--- config.mk ---
export PLATFORM = sky130hd
export DESIGN_NAME = mc_ctrl_fsm
export DESIGN_NICKNAME = d
export VERILOG_FILES = /design/src/rtl/mc_ctrl_fsm.sv
export SDC_FILE = /design/constraint.sdc
export NUM_CORES = 1
export LEC_CHECK = 0
export BUFFER_PORTS_ARGS = -buffer_cell sky130_fd_sc_hd__buf_2
export CAP_MARGIN = 20
export CORE_MARGIN = 4
export CORE_UTILIZATION = 40
export DETAILED_ROUTE_END_ITERATION = 16
export PLACE_DENSITY_LB_ADDON = 0.25
export SYNTH_ARGS = -nofsm -noshare
export SYNTH_HDL_FRONTEND = slang
export SYNTH_SLANG_ARGS = --single-unit
--- constraint.sdc ---
create_clock -name clk -period 2.75 [get_ports clk]
set_clock_uncertainty 0.15 [all_clocks]
set_input_delay 0.55 -clock clk [delete_from_list [all_inputs] [get_ports clk]]
set_output_delay 0.55 -clock clk [all_outputs]
set_load 0.01 [all_outputs]
--- src/rtl/mc_ctrl_fsm.sv ---
// Multi-cycle control sequencer: fetch/decode/execute/memory/writeback with
// mem_req/mem_ready handshake, wait timeout into a sticky fault, and IRQ entry.
// Outputs are decoded from the state register. The exceptions are the FETCH
// strobes, which are qualified by mem_ready (write_ir/write_pc) or by irq in
// the first FETCH cycle (mem_req).
// Store base writeback goes through ST_BASE, which computes base +/- offset
// without disturbing F while the store is pending. Swap returns the read data
// to rd in SWP_WB before the store phase.
module mc_ctrl_fsm #(
  parameter int unsigned CMD_W   = 9,
  parameter int unsigned TIMEOUT = 16,
  parameter bit          IRQ_EN  = 1'b1
) (
  input  logic             clk,
  input  logic             rst_n,
  input  logic [CMD_W-1:0] cmd,
  input  logic [3:0]       alu_op,
  input  logic             cond_pass,
  input  logic             s_in,
  input  logic             p,
  input  logic             u,
  input  logic             w,
  input  logic             irq,
  input  logic             mem_ready,
  output logic             write_pc,
  output logic             write_ir,
  output logic             write_reg,
  output logic             ld_abc,
  output logic             lf,
  output logic [1:0]       pc_s,
  output logic             alu_a_s,
  output logic [1:0]       alu_b_s,
  output logic [1:0]       rd_s,
  output logic [1:0]       w_rdata_s,
  output logic             mem_req,
  output logic             mem_write,
  output logic [3:0]       alu_op_ctrl,
  output logic             s_ctrl,
  output logic             fault
);

  localparam int unsigned CNT_W = (TIMEOUT < 2) ? 1 : $clog2(TIMEOUT + 1);
  localparam logic [CNT_W-1:0] CNT_LAST = CNT_W'((TIMEOUT == 0) ? 0 : TIMEOUT - 1);
  localparam logic [CNT_W-1:0] CNT_MAX  = '1;

  localparam logic [3:0] OP_ADD  = 4'b0100;
  localparam logic [3:0] OP_SUB  = 4'b0010;
  localparam logic [3:0] OP_PASS = 4'b1000;

  typedef enum logic [4:0] {
    S_IDLE, S_FETCH, S_DECODE, S_EXEC, S_WB, S_BX_ST, S_BL_LINK, S_BL_WR,
    S_BR_CALC, S_BR_WB, S_ADDR, S_LD_MEM, S_LD_WB, S_ST_MEM, S_ST_BASE,
    S_BASE_WB, S_SWP_RD, S_SWP_WB, S_SWP_WR, S_IRQ_SAVE, S_IRQ_LINK, S_FAULT
  } state_t;

  state_t           state, next_state;
  logic [CNT_W-1:0] cnt;
  logic [8:0]       c9;
  logic             irq_eff, fetch_first, timed_out, base_wb;
  logic [3:0]       addr_op, off_op;

  assign c9          = 9'(cmd);
  assign irq_eff     = IRQ_EN ? irq : 1'b0;
  assign fetch_first = (cnt == '0);
  assign timed_out   = (TIMEOUT != 0) && !mem_ready && (cnt == CNT_LAST);
  assign base_wb     = w | ~p;
  assign off_op      = u ? OP_ADD : OP_SUB;
  assign addr_op     = p ? off_op : OP_PASS;

  // State register
  always_ff @(posedge clk or negedge rst_n) begin
    if (!rst_n) state <= S_IDLE;
    else        state <= next_state;
  end

  // Wait counter: cleared on every state change, saturating while a state holds
  always_ff @(posedge clk or negedge rst_n) begin
    if (!rst_n)                    cnt <= '0;
    else if (next_state != state)  cnt <= '0;
    else if (cnt != CNT_MAX)       cnt <= cnt + CNT_W'(1);
  end

  // Next-state and output decode
  always_comb begin
    next_state  = state;
    write_pc    = 1'b0;
    write_ir    = 1'b0;
    write_reg   = 1'b0;
    ld_abc      = 1'b0;
    lf          = 1'b0;
    pc_s        = 2'b00;
    alu_a_s     = 1'b0;
    alu_b_s     = 2'b00;
    rd_s        = 2'b00;
    w_rdata_s   = 2'b00;
    mem_req     = 1'b0;
    mem_write   = 1'b0;
    alu_op_ctrl = 4'b0000;
    s_ctrl      = 1'b0;
    fault       = 1'b0;
    case (state)
      S_IDLE: next_state = S_FETCH;
      S_FETCH: begin
        if (irq_eff && fetch_first) begin
          next_state = S_IRQ_SAVE;
        end else begin
          mem_req  = 1'b1;
          write_ir = mem_ready;
          write_pc = mem_ready;
          if (mem_ready)      next_state = S_DECODE;
          else if (timed_out) next_state = S_FAULT;
        end
      end
      S_DECODE: begin
        ld_abc = 1'b1;
        if (c9[2])                             next_state = S_BR_CALC;
        else if (c9[3])                        next_state = S_BL_LINK;
        else if (c9[1])                        next_state = S_BX_ST;
        else if (c9[4] | c9[5] | c9[6] | c9[7]) next_state = S_ADDR;
        else if (c9[8])                        next_state = S_SWP_RD;
        else                                   next_state = S_EXEC;
      end
      S_EXEC: begin
        lf          = 1'b1;
        alu_op_ctrl = alu_op;
        s_ctrl      = s_in & cond_pass;
        next_state  = cond_pass ? S_WB : S_FETCH;
      end
      S_WB: begin
        write_reg  = 1'b1;
        next_state = S_FETCH;
      end
      S_BX_ST: begin
        write_pc   = 1'b1;
        pc_s       = 2'b01;
        next_state = S_FETCH;
      end
      S_BL_LINK: begin
        alu_a_s     = 1'b1;
        alu_op_ctrl = OP_PASS;
        lf          = 1'b1;
        next_state  = S_BL_WR;
      end
      S_BL_WR, S_BR_CALC: begin
        write_reg   = (state == S_BL_WR);
        rd_s        = (state == S_BL_WR) ? 2'b01 : 2'b00;
        alu_a_s     = 1'b1;
        alu_b_s     = 2'b01;
        alu_op_ctrl = OP_ADD;
        lf          = 1'b1;
        next_state  = S_BR_WB;
      end
      S_BR_WB: begin
        write_pc   = 1'b1;
        pc_s       = 2'b10;
        next_state = S_FETCH;
      end
      S_ADDR: begin
        lf          = 1'b1;
        alu_b_s     = 2'b10;
        alu_op_ctrl = addr_op;
        next_state  = (c9[4] | c9[5]) ? S_LD_MEM : S_ST_MEM;
      end
      S_LD_MEM, S_SWP_RD: begin
        mem_req = 1'b1;
        if (mem_ready)      next_state = (state == S_LD_MEM) ? S_LD_WB : S_SWP_WB;
        else if (timed_out) next_state = S_FAULT;
      end
      S_LD_WB: begin
        write_reg  = 1'b1;
        w_rdata_s  = 2'b10;
        next_state = S_FETCH;
        if (base_wb) begin
          lf          = 1'b1;
          alu_b_s     = 2'b10;
          alu_op_ctrl = off_op;
          next_state  = S_BASE_WB;
        end
      end
      S_ST_MEM: begin
        mem_req   = 1'b1;
        mem_write = 1'b1;
        if (mem_ready)      next_state = base_wb ? S_ST_BASE : S_FETCH;
        else if (timed_out) next_state = S_FAULT;
      end
      S_ST_BASE: begin
        lf          = 1'b1;
        alu_b_s     = 2'b10;
        alu_op_ctrl = off_op;
        next_state  = S_BASE_WB;
      end
      S_BASE_WB: begin
        write_reg  = 1'b1;
        rd_s       = 2'b10;
        next_state = S_FETCH;
      end
      S_SWP_WB: begin
        write_reg  = 1'b1;
        w_rdata_s  = 2'b10;
        next_state = S_SWP_WR;
      end
      S_SWP_WR: begin
        mem_req   = 1'b1;
        mem_write = 1'b1;
        if (mem_ready)      next_state = S_FETCH;
        else if (timed_out) next_state = S_FAULT;
      end
      S_IRQ_SAVE: begin
        alu_a_s     = 1'b1;
        alu_op_ctrl = OP_PASS;
        lf          = 1'b1;
        next_state  = S_IRQ_LINK;
      end
      S_IRQ_LINK: begin
        write_reg  = 1'b1;
        rd_s       = 2'b01;
        write_pc   = 1'b1;
        pc_s       = 2'b11;
        next_state = S_FETCH;
      end
      S_FAULT: fault = 1'b1;
      default: next_state = S_IDLE;
    endcase
  end

endmodule
==> results.toml, run 1 <==
[die]
die-area_mm2 = 0.00466
num_rows = 21
core_mm2 = 0.00342
die-width_um = 68.3
start_util_pct = 42.6
io_pins = 44
die_h_um = 68.3

[routing]
vias_per_cell = 5.83
drtPass1Iterations = 5
drt-initial-drc-count = 213
routed_wl_um = 4420
antenna_left = 0
drcViolationCount = 0
vias = 1766
post_drt_wl_per_cell_um = 14.6

[critical_path]
crit_chain = "buf_4, buf_4, nand3b_1, nor2_1, a221o_1, buf_2"
max_stage_delay_ns = 0.58
crit_path_top_delay_cell = "dfrtp_1"
path_delay_family = "flip-flops"
reg2reg_depth = 9
worstPathArrival_ns = 1.92
critPathCaptureType = "output port"
reg2reg_to = "cnt[0]$_DFFE_PN0P_"
critPathLaunchType = "flip-flop"
reg2reg_setup_slack_ns = 0.18
crit_path_max_fanout = 11
path_class = "reg2out"
cp.required_ns = 2.05
cpMostUsedCell = "buf_4"
r2r_start = "cnt[0]$_DFFE_PN0P_"
worst-path-buf-inv = 3
worstSetupStartpoint = "state[1]$_DFF_PN0_"

[clock_tree]
clk_path_buf_depth = 2
clk_pin_slew_ns = 0.06
htreeDepth = 1
cts_tree = "built"
numCtsBuffers = 3
root_buffer = "clkbuf_4"
cts_sinks = 10
insertion_delay_ns = 0.26

[synthesis]
syn_area_mm2 = 0.00145
synthCells = 209
syn_nets = 235
yosys.cell_types.count = 55
synth_ff_type = "dfrtp_1"
synthArstFlopShare_pct = 100
synth-edff-count = 0
synth.most_common_cell = "nand2_1"
synth_top_area_share_pct = 17.2
ys_top_cells_by_count = "nand2_1 (21), a21oi_1 (18), nor2_1 (16)"
ys_warn_count = 0
synth.area.top_cells = "dfrtp_1 (17%), a21oi_1 (6.2%), nand2_1 (5.4%)"
synth-seq-cells = 10
ys_seq_area_share_pct = 17.2
yosysTopAreaCell = "dfrtp_1"
synth_area_per_cell_um2 = 6.96

[pwr]
power.leakage_nw = 0.871
powerDensity_mw_per_mm2 = 858
vdd_drop_max_uv = 569

[global_routing]
grt_pass1_wl_um = 7180
grt_max_degree = 20
grt_pass1_vias = 1518
grt_overflow = 0
grtUsageTotal_pct = 19.8
antenna_found_initial = 0

[worst_hold_path]
min_from = "cnt[2]$_DFFE_PN0P_"
hold_depth = 2
whs_endpoint = "cnt[2]$_DFFE_PN0P_"
min_path_type = "reg2reg"

[cells_and_area]
nets = 285
num_antenna_cells = 0
fin_cells = 303
drive_gt1_share_pct = 28.8
syn_to_final_growth_pct = 24.9
fin_util_pct = 53.2

[sta]
max_freq_mhz = 382
finalMaxSlewViolations = 0
setup_violations = 0
rsz0062_at_grt = "no"
finalSetupTns_ns = 0
period_share_pct = 95.3
finalHoldViolCount = 0
fin_crit_ns = 2.62

[run]
maxCapViolCount = 0

[place]
dp.cells = 299
place_congestion = 0.969
port_buffers = 41
dp_hpwl_um = 3460

[outcome]
status = "finished clean"
-- power by group --
part           switching (W)  internal (W)
sequential         0.0000867      0.000183
clock              0.0000434     0.0000502
combinational       0.000679      0.000515
total               0.000809      0.000748
-- worst min-delay path: cells and delay by family (launching register included) --
kind             cells  cell delay, ns
flip-flops           1            0.41
XOR/XNOR             1            0.14
AND/OR/NAND/NOR      1            0.04
-- what timing repair did --
item                                    CTS  global route
resized for setup                         0             3
setup buffers                             0             0
hold buffers                              1             0
hold endpoints to repair                 10             0
endpoints found under the setup margin    0             3
-- cell type report --
class | count | area (um^2)
inverters | 10 | 37.5
flip-flops and latches | 10 | 253
well taps | 46 | 57.6
fillers | 357 | 1600
repair buffers | 60 | 350
multi-input cells | 174 | 1090
clock buffers | 3 | 22.5
-- sequential cells by signal, indices dropped and copies added, names as in the netlist --
register	count
cnt	5
state	5
-- through the flow --
| stage | total power [W] | area [um^2] | worst slack [ns] | hold slack, ns |
|---|---|---|---|---|
| finish | 0.00156 | 1820 | 0.130 | 0.483 |
| global route | 0.00171 | 1820 | 0.0113 | 0.495 |
| CTS | 0.00155 | 1810 | 0.0104 | 0.463 |
| detailed placement | 0.00144 | 1770 | 0.151 | 0.270 |
| global placement | 0.00144 | 1770 | 0.167 | 0.274 |
| floorplan | 0.00105 | 1450 | 0.433 | 0.104 |
-- cell usage in the layout (no fill, tap or decap), types with 3 or more instances in the layout --
cell,synthesis,final
inv_1,10,10
a21oi_1,18,18
nand3_1,7,7
o21ai_0,13,13
nand2b_1,6,6
mux2i_1,3,3
o22ai_1,5,5
nor2b_1,8,8
xor2_1,3,3
nand3b_1,3,3
buf_2,8,41
buf_4,1,18
and3_1,4,4
o211ai_1,5,5
nor3_1,8,8
nor2_1,16,16
and2_1,3,3
a22oi_1,5,5
ha_1,4,4
nor3b_1,3,3
clkbuf_4,0,3
nand2_1,21,21
dfrtp_1,10,8
-- kinds of logic after synthesis --
group,after synthesis,share of synthesized area (%)
muxes,4,2.84
AOI/OAI and AO/OA,67,30.3
and+or+nand+nor,93,34.5
other,1,0.258
xor gates and xnor gates,5,3.53
buffers and inverters,25,7.92
adders and majority gates,4,3.44
DFF,10,17.2
-- metal layers --
| layer | wire [um] | track usage (%) | part of all wire (%) |
|---|---|---|---|
| met1 | 1920 | 28.4 | 43 |
| met2 | 1950 | 30.6 | 44 |
| met3 | 522 | 3.61 | 12 |
| met4 | 23 | 4.22 | 0.52 |
| met5 | 0 | 0 | 0 |
-- worst max path at each step --
stage | endpoint | slack, ns | cells after the start
2_1_floorplan | cnt[3]$_DFFE_PN0P_ | 0.43 | 7
3_3_place_gp | cnt[1]$_DFFE_PN0P_ | 0.17 | 8
3_5_place_dp | write_pc | 0.15 | 6
4_1_cts | write_pc | 0.01 | 5
5_1_grt | s_ctrl | 0.01 | 6
6_report | alu_op_ctrl[2] | 0.13 | 6
No activity file was read; power rests on OpenSTA's default activity.
==> run 2, diff against run 1 <==
Settings changed: CTS_BUF_LIST set to sky130_fd_sc_hd__clkbuf_2.
==> results.toml, run 2 (same netlist as run 1, synthesis figures left out) <==
[outcome]
status = "finished clean"

[critical_path]
reg2reg_setup_slack_ns = 0.19
cp.required_ns = 2.05
critPathCaptureType = "output port"
path_class = "reg2out"
critPathLaunchType = "flip-flop"
worstPathArrival_ns = 1.92
crit_path_max_fanout = 11

[routing]
post_drt_wl_per_cell_um = 14.7
drt-initial-drc-count = 208
vias_per_cell = 5.84
vias = 1771
drtPass1Iterations = 5
drcViolationCount = 0
antenna_left = 0
routed_wl_um = 4450

[sta]
finalMaxSlewViolations = 0
finalHoldViolCount = 0
period_share_pct = 95.2
max_freq_mhz = 382
fin_crit_ns = 2.62
finalSetupTns_ns = 0
rsz0062_at_grt = "no"
whs_ns = 0.486
setup_violations = 0

[die]
die-width_um = 68.3
start_util_pct = 42.6
core_mm2 = 0.00342
die-area_mm2 = 0.00466
io_pins = 44
die_h_um = 68.3
num_rows = 21

[global_routing]
grt_overflow = 0
antenna_found_initial = 0
grtUsageTotal_pct = 20.0
grt_pass1_wl_um = 7190
grt_max_degree = 20
grt_pass1_vias = 1523

[cells_and_area]
fillers = 356
seq_area_um2 = 254
layout_commonest_cell = "buf_2"
fin_util_pct = 53.0
top_regs = "cnt x5, state x5"
fin_cells = 303
mostFrequentLayoutCells = "buf_2 (41), nand2_1 (21), a21oi_1 (18), buf_4 (18), nor2_1 (16)"
drive_gt1_share_pct = 29.2
nets = 285
syn_to_final_growth_pct = 24.4
multiInputGateArea_mm2 = 0.00109
num_antenna_cells = 0

[clock_tree]
htreeDepth = 1
clk_path_buf_depth = 2
cts_tree = "built"
numCtsBuffers = 3
root_buffer = "clkbuf_2"
insertion_delay_ns = 0.25
clk_pin_slew_ns = 0.10
cts_sinks = 10

[pwr]
powerDensity_mw_per_mm2 = 851
vdd_drop_max_uv = 509
power.leakage_nw = 0.869

[place]
dp.cells = 299
dp_hpwl_um = 3460
port_buffers = 41
place_congestion = 0.969

[worst_hold_path]
min_path_type = "reg2reg"

[run]
maxCapViolCount = 0
-- run 2: worst max-delay path, stage by stage (launching register included) --
cell	delay, ns
dfrtp_1	0.52
buf_4	0.23
or2_2	0.35
nor2_1	0.27
a221o_1	0.19
buf_2	0.12
-- run 2: stage by stage --
stage / cell area (um^2) / worst slack [ns] / power, W
final: 1810 / 0.132 / 0.00154
after detailed placement: 1770 / 0.151 / 0.00144
after global routing: 1810 / 0.0228 / 0.00170
after global placement: 1770 / 0.167 / 0.00144
after floorplan: 1450 / 0.433 / 0.00105
after CTS: 1800 / 0.00743 / 0.00153
-- run 2: power breakdown --
part | switching (W) | internal, W | total (W) | leakage [nW]
combinational | 0.000680 | 0.000515 | 0.00119 | 0.727
clock | 0.0000457 | 0.0000298 | 0.0000754 | 0.0125
sequential | 0.0000865 | 0.000184 | 0.000270 | 0.129
-- run 2: timing repair --
| action | in CTS | in global routing |
|---|---|---|
| hold buffers | 1 | 0 |
| gates resized for setup | 0 | 4 |
| setup buffers | 0 | 0 |
| endpoints found under the setup margin | 0 | 8 |
| endpoints found under the hold margin | 10 | 0 |
-- run 2: final cells by class --
cell class                      instances  share of cell area (%)
Timing Repair Buffer                   60                    19.4
Clock buffer                            3                   0.830
Multi-Input combinational cell        174                    60.5
Sequential cell                        10                    14.0
Tap cell                               46                    3.18
Inverter                               10                    2.07
-- run 2: worst paths after layout --
check | startpoint | endpoint | cells after the start
max | state[3]$_DFF_PN0_ | alu_op_ctrl[2] | 5
min | cnt[2]$_DFFE_PN0P_ | cnt[2]$_DFFE_PN0P_ | 2
max in group asynchronous | rst_n | state[2]$_DFF_PN0_ | 2
min reg2reg | cnt[2]$_DFFE_PN0P_ | cnt[2]$_DFFE_PN0P_ | 2
min in group asynchronous | rst_n | cnt[3]$_DFFE_PN0P_ | 2
max reg2reg | cnt[0]$_DFFE_PN0P_ | cnt[0]$_DFFE_PN0P_ | 9
-- run 2: per-layer routing --
layer,wire length [um],up-vias,GRT usage [%]
met5,0,-,0
met4,21,0,4.96
met3,474,4,4.11
met2,1990,98,30.4
met1,1960,811,28.4
li1,-,858,-
==> run 3, diff against run 2 <==
Settings changed: CORE_UTILIZATION 40 to 31.
==> results.toml, run 3 (same netlist as run 1, synthesis figures left out) <==
[outcome]
status = "finished clean"

[global_routing]
grt_overflow = 0
grt_pass1_vias = 1498
grt_pass1_wl_um = 7200
antenna_found_initial = 0
grt_max_degree = 18
grtUsageTotal_pct = 14.6

[sta]
finalSetupTns_ns = 0
setup_violations = 0
rsz0062_at_grt = "no"
finalHoldViolCount = 0
finalMaxSlewViolations = 0
max_freq_mhz = 390
fin_crit_ns = 2.57
setup_slack_ns = 0.183
whs_ns = 0.474
period_share_pct = 93.3

[pwr]
powerDensity_mw_per_mm2 = 840
power.leakage_nw = 0.849
vdd_drop_max_uv = 329

[cells_and_area]
drive_gt1_share_pct = 27.7
fin_cells = 305
nets = 280
syn_to_final_growth_pct = 23.1
num_antenna_cells = 0
final_area_mm2 = 0.00179
multiInputGateArea_mm2 = 0.00110
layout_commonest_cell = "buf_2"
seq_area_um2 = 251
fillers = 464
mostFrequentLayoutCells = "buf_2 (41), nand2_1 (21), a21oi_1 (18)"
top_regs = "cnt x5, state x5"

[run]
maxCapViolCount = 0

[routing]
antenna_left = 0
vias_per_cell = 5.56
routed_wl_um = 4440
drcViolationCount = 0
vias = 1696
drtPass1Iterations = 4
post_drt_wl_per_cell_um = 14.6
drt-initial-drc-count = 123

[clock_tree]
numCtsBuffers = 3
clk_pin_slew_ns = 0.10
post-cts-setup-buffer-count = 0
clk_path_buf_depth = 2
root_buffer = "clkbuf_2"
cts_tree = "built"
cts_sinks = 10
htreeDepth = 1
insertion_delay_ns = 0.26

[die]
die_h_um = 76.5
num_rows = 24
io_pins = 44
core_mm2 = 0.00444
start_util_pct = 32.7
die-area_mm2 = 0.00585
die-width_um = 76.5

[critical_path]
crit_path_top_delay_cell = "dfrtp_1"
critPathCaptureType = "output port"
reg2reg_setup_slack_ns = 0.24
cp.required_ns = 2.05
path_class = "reg2out"
worstPathArrival_ns = 1.87
max_stage_delay_ns = 0.48
reg2reg_to = "cnt[1]$_DFFE_PN0P_"
critPathLaunchType = "flip-flop"
reg2reg_depth = 10
r2r_start = "cnt[0]$_DFFE_PN0P_"
crit_chain = "buf_4, or3_1, a21oi_1, a221o_1, buf_2"
crit_path_max_fanout = 15

[worst_hold_path]
hold_depth = 2
min_path_type = "reg2reg"
min_from = "cnt[2]$_DFFE_PN0P_"
whs_endpoint = "cnt[2]$_DFFE_PN0P_"

[place]
placed_cell_area_mm2 = 0.00174
dp_hpwl_um = 3490
port_buffers = 41
dp_slack_ns = 0.121
place_congestion = 0.847
dp.cells = 300
==> run 3: worst max-delay path: cells and delay by family (launching register included) <==
family / cells / cell delay, ns
AOI/OAI and AO/OA: 2 / 0.43
DFF: 1 / 0.48
buffers and inverters: 2 / 0.35
and+or+nand+nor: 1 / 0.35
==> run 3: area by class of cell <==
type	count	area share (%)
Clock inverter	1	0.210
Multi-Input combinational cell	174	61.7
Tap cell	52	3.64
Sequential cell	10	14.1
Timing Repair Buffer	55	17.5
Inverter	10	2.10
Clock buffer	3	0.839
==> run 3: what timing repair did <==
action	4_1_cts	5_1_grt
gates resized for setup	0	4
setup endpoints to repair	0	10
hold buffers	1	0
endpoints found under the hold margin	10	0
==> run 3: how the worst max path moves through the flow <==
stage	from	end	slack [ns]	depth (start not counted)
after CTS	cnt[2]$_DFFE_PN0P_	write_pc	0.11	5
after floorplan	cmd[5]	cnt[3]$_DFFE_PN0P_	0.43	7
after detailed placement	cmd[5]	cnt[1]$_DFFE_PN0P_	0.12	8
after global placement	cmd[5]	cnt[0]$_DFFE_PN0P_	0.16	8
final	state[1]$_DFF_PN0_	alu_op_ctrl[2]	0.18	5
after global routing	cnt[0]$_DFFE_PN0P_	cnt[1]$_DFFE_PN0P_	0.02	10
==> run 3: where the power goes <==
part           internal, W  leakage, nW  switching, W
logic             0.000495        0.704      0.000691
registers         0.000181        0.131     0.0000559
clock network    0.0000316       0.0140     0.0000489
total             0.000708        0.849      0.000796
==> run 3: per-stage QoR <==
step	power, W	util [%]
after floorplan	0.00105	-
after global placement	0.00141	39.2
after detailed placement	0.00141	39.2
after CTS	0.00150	39.9
after global routing	0.00164	40.3
final	0.00150	40.3
==> run 3: routing by layer <==
metal	share of wire (%)	GRT usage, %	wire (um)	vias to the layer above
li1	-	-	-	856
met1	47	21.5	2100	772
met2	45	23.0	1990	63
met3	6.9	0.946	308	5
met4	0.83	3.44	37	0
met5	0	0	0	-
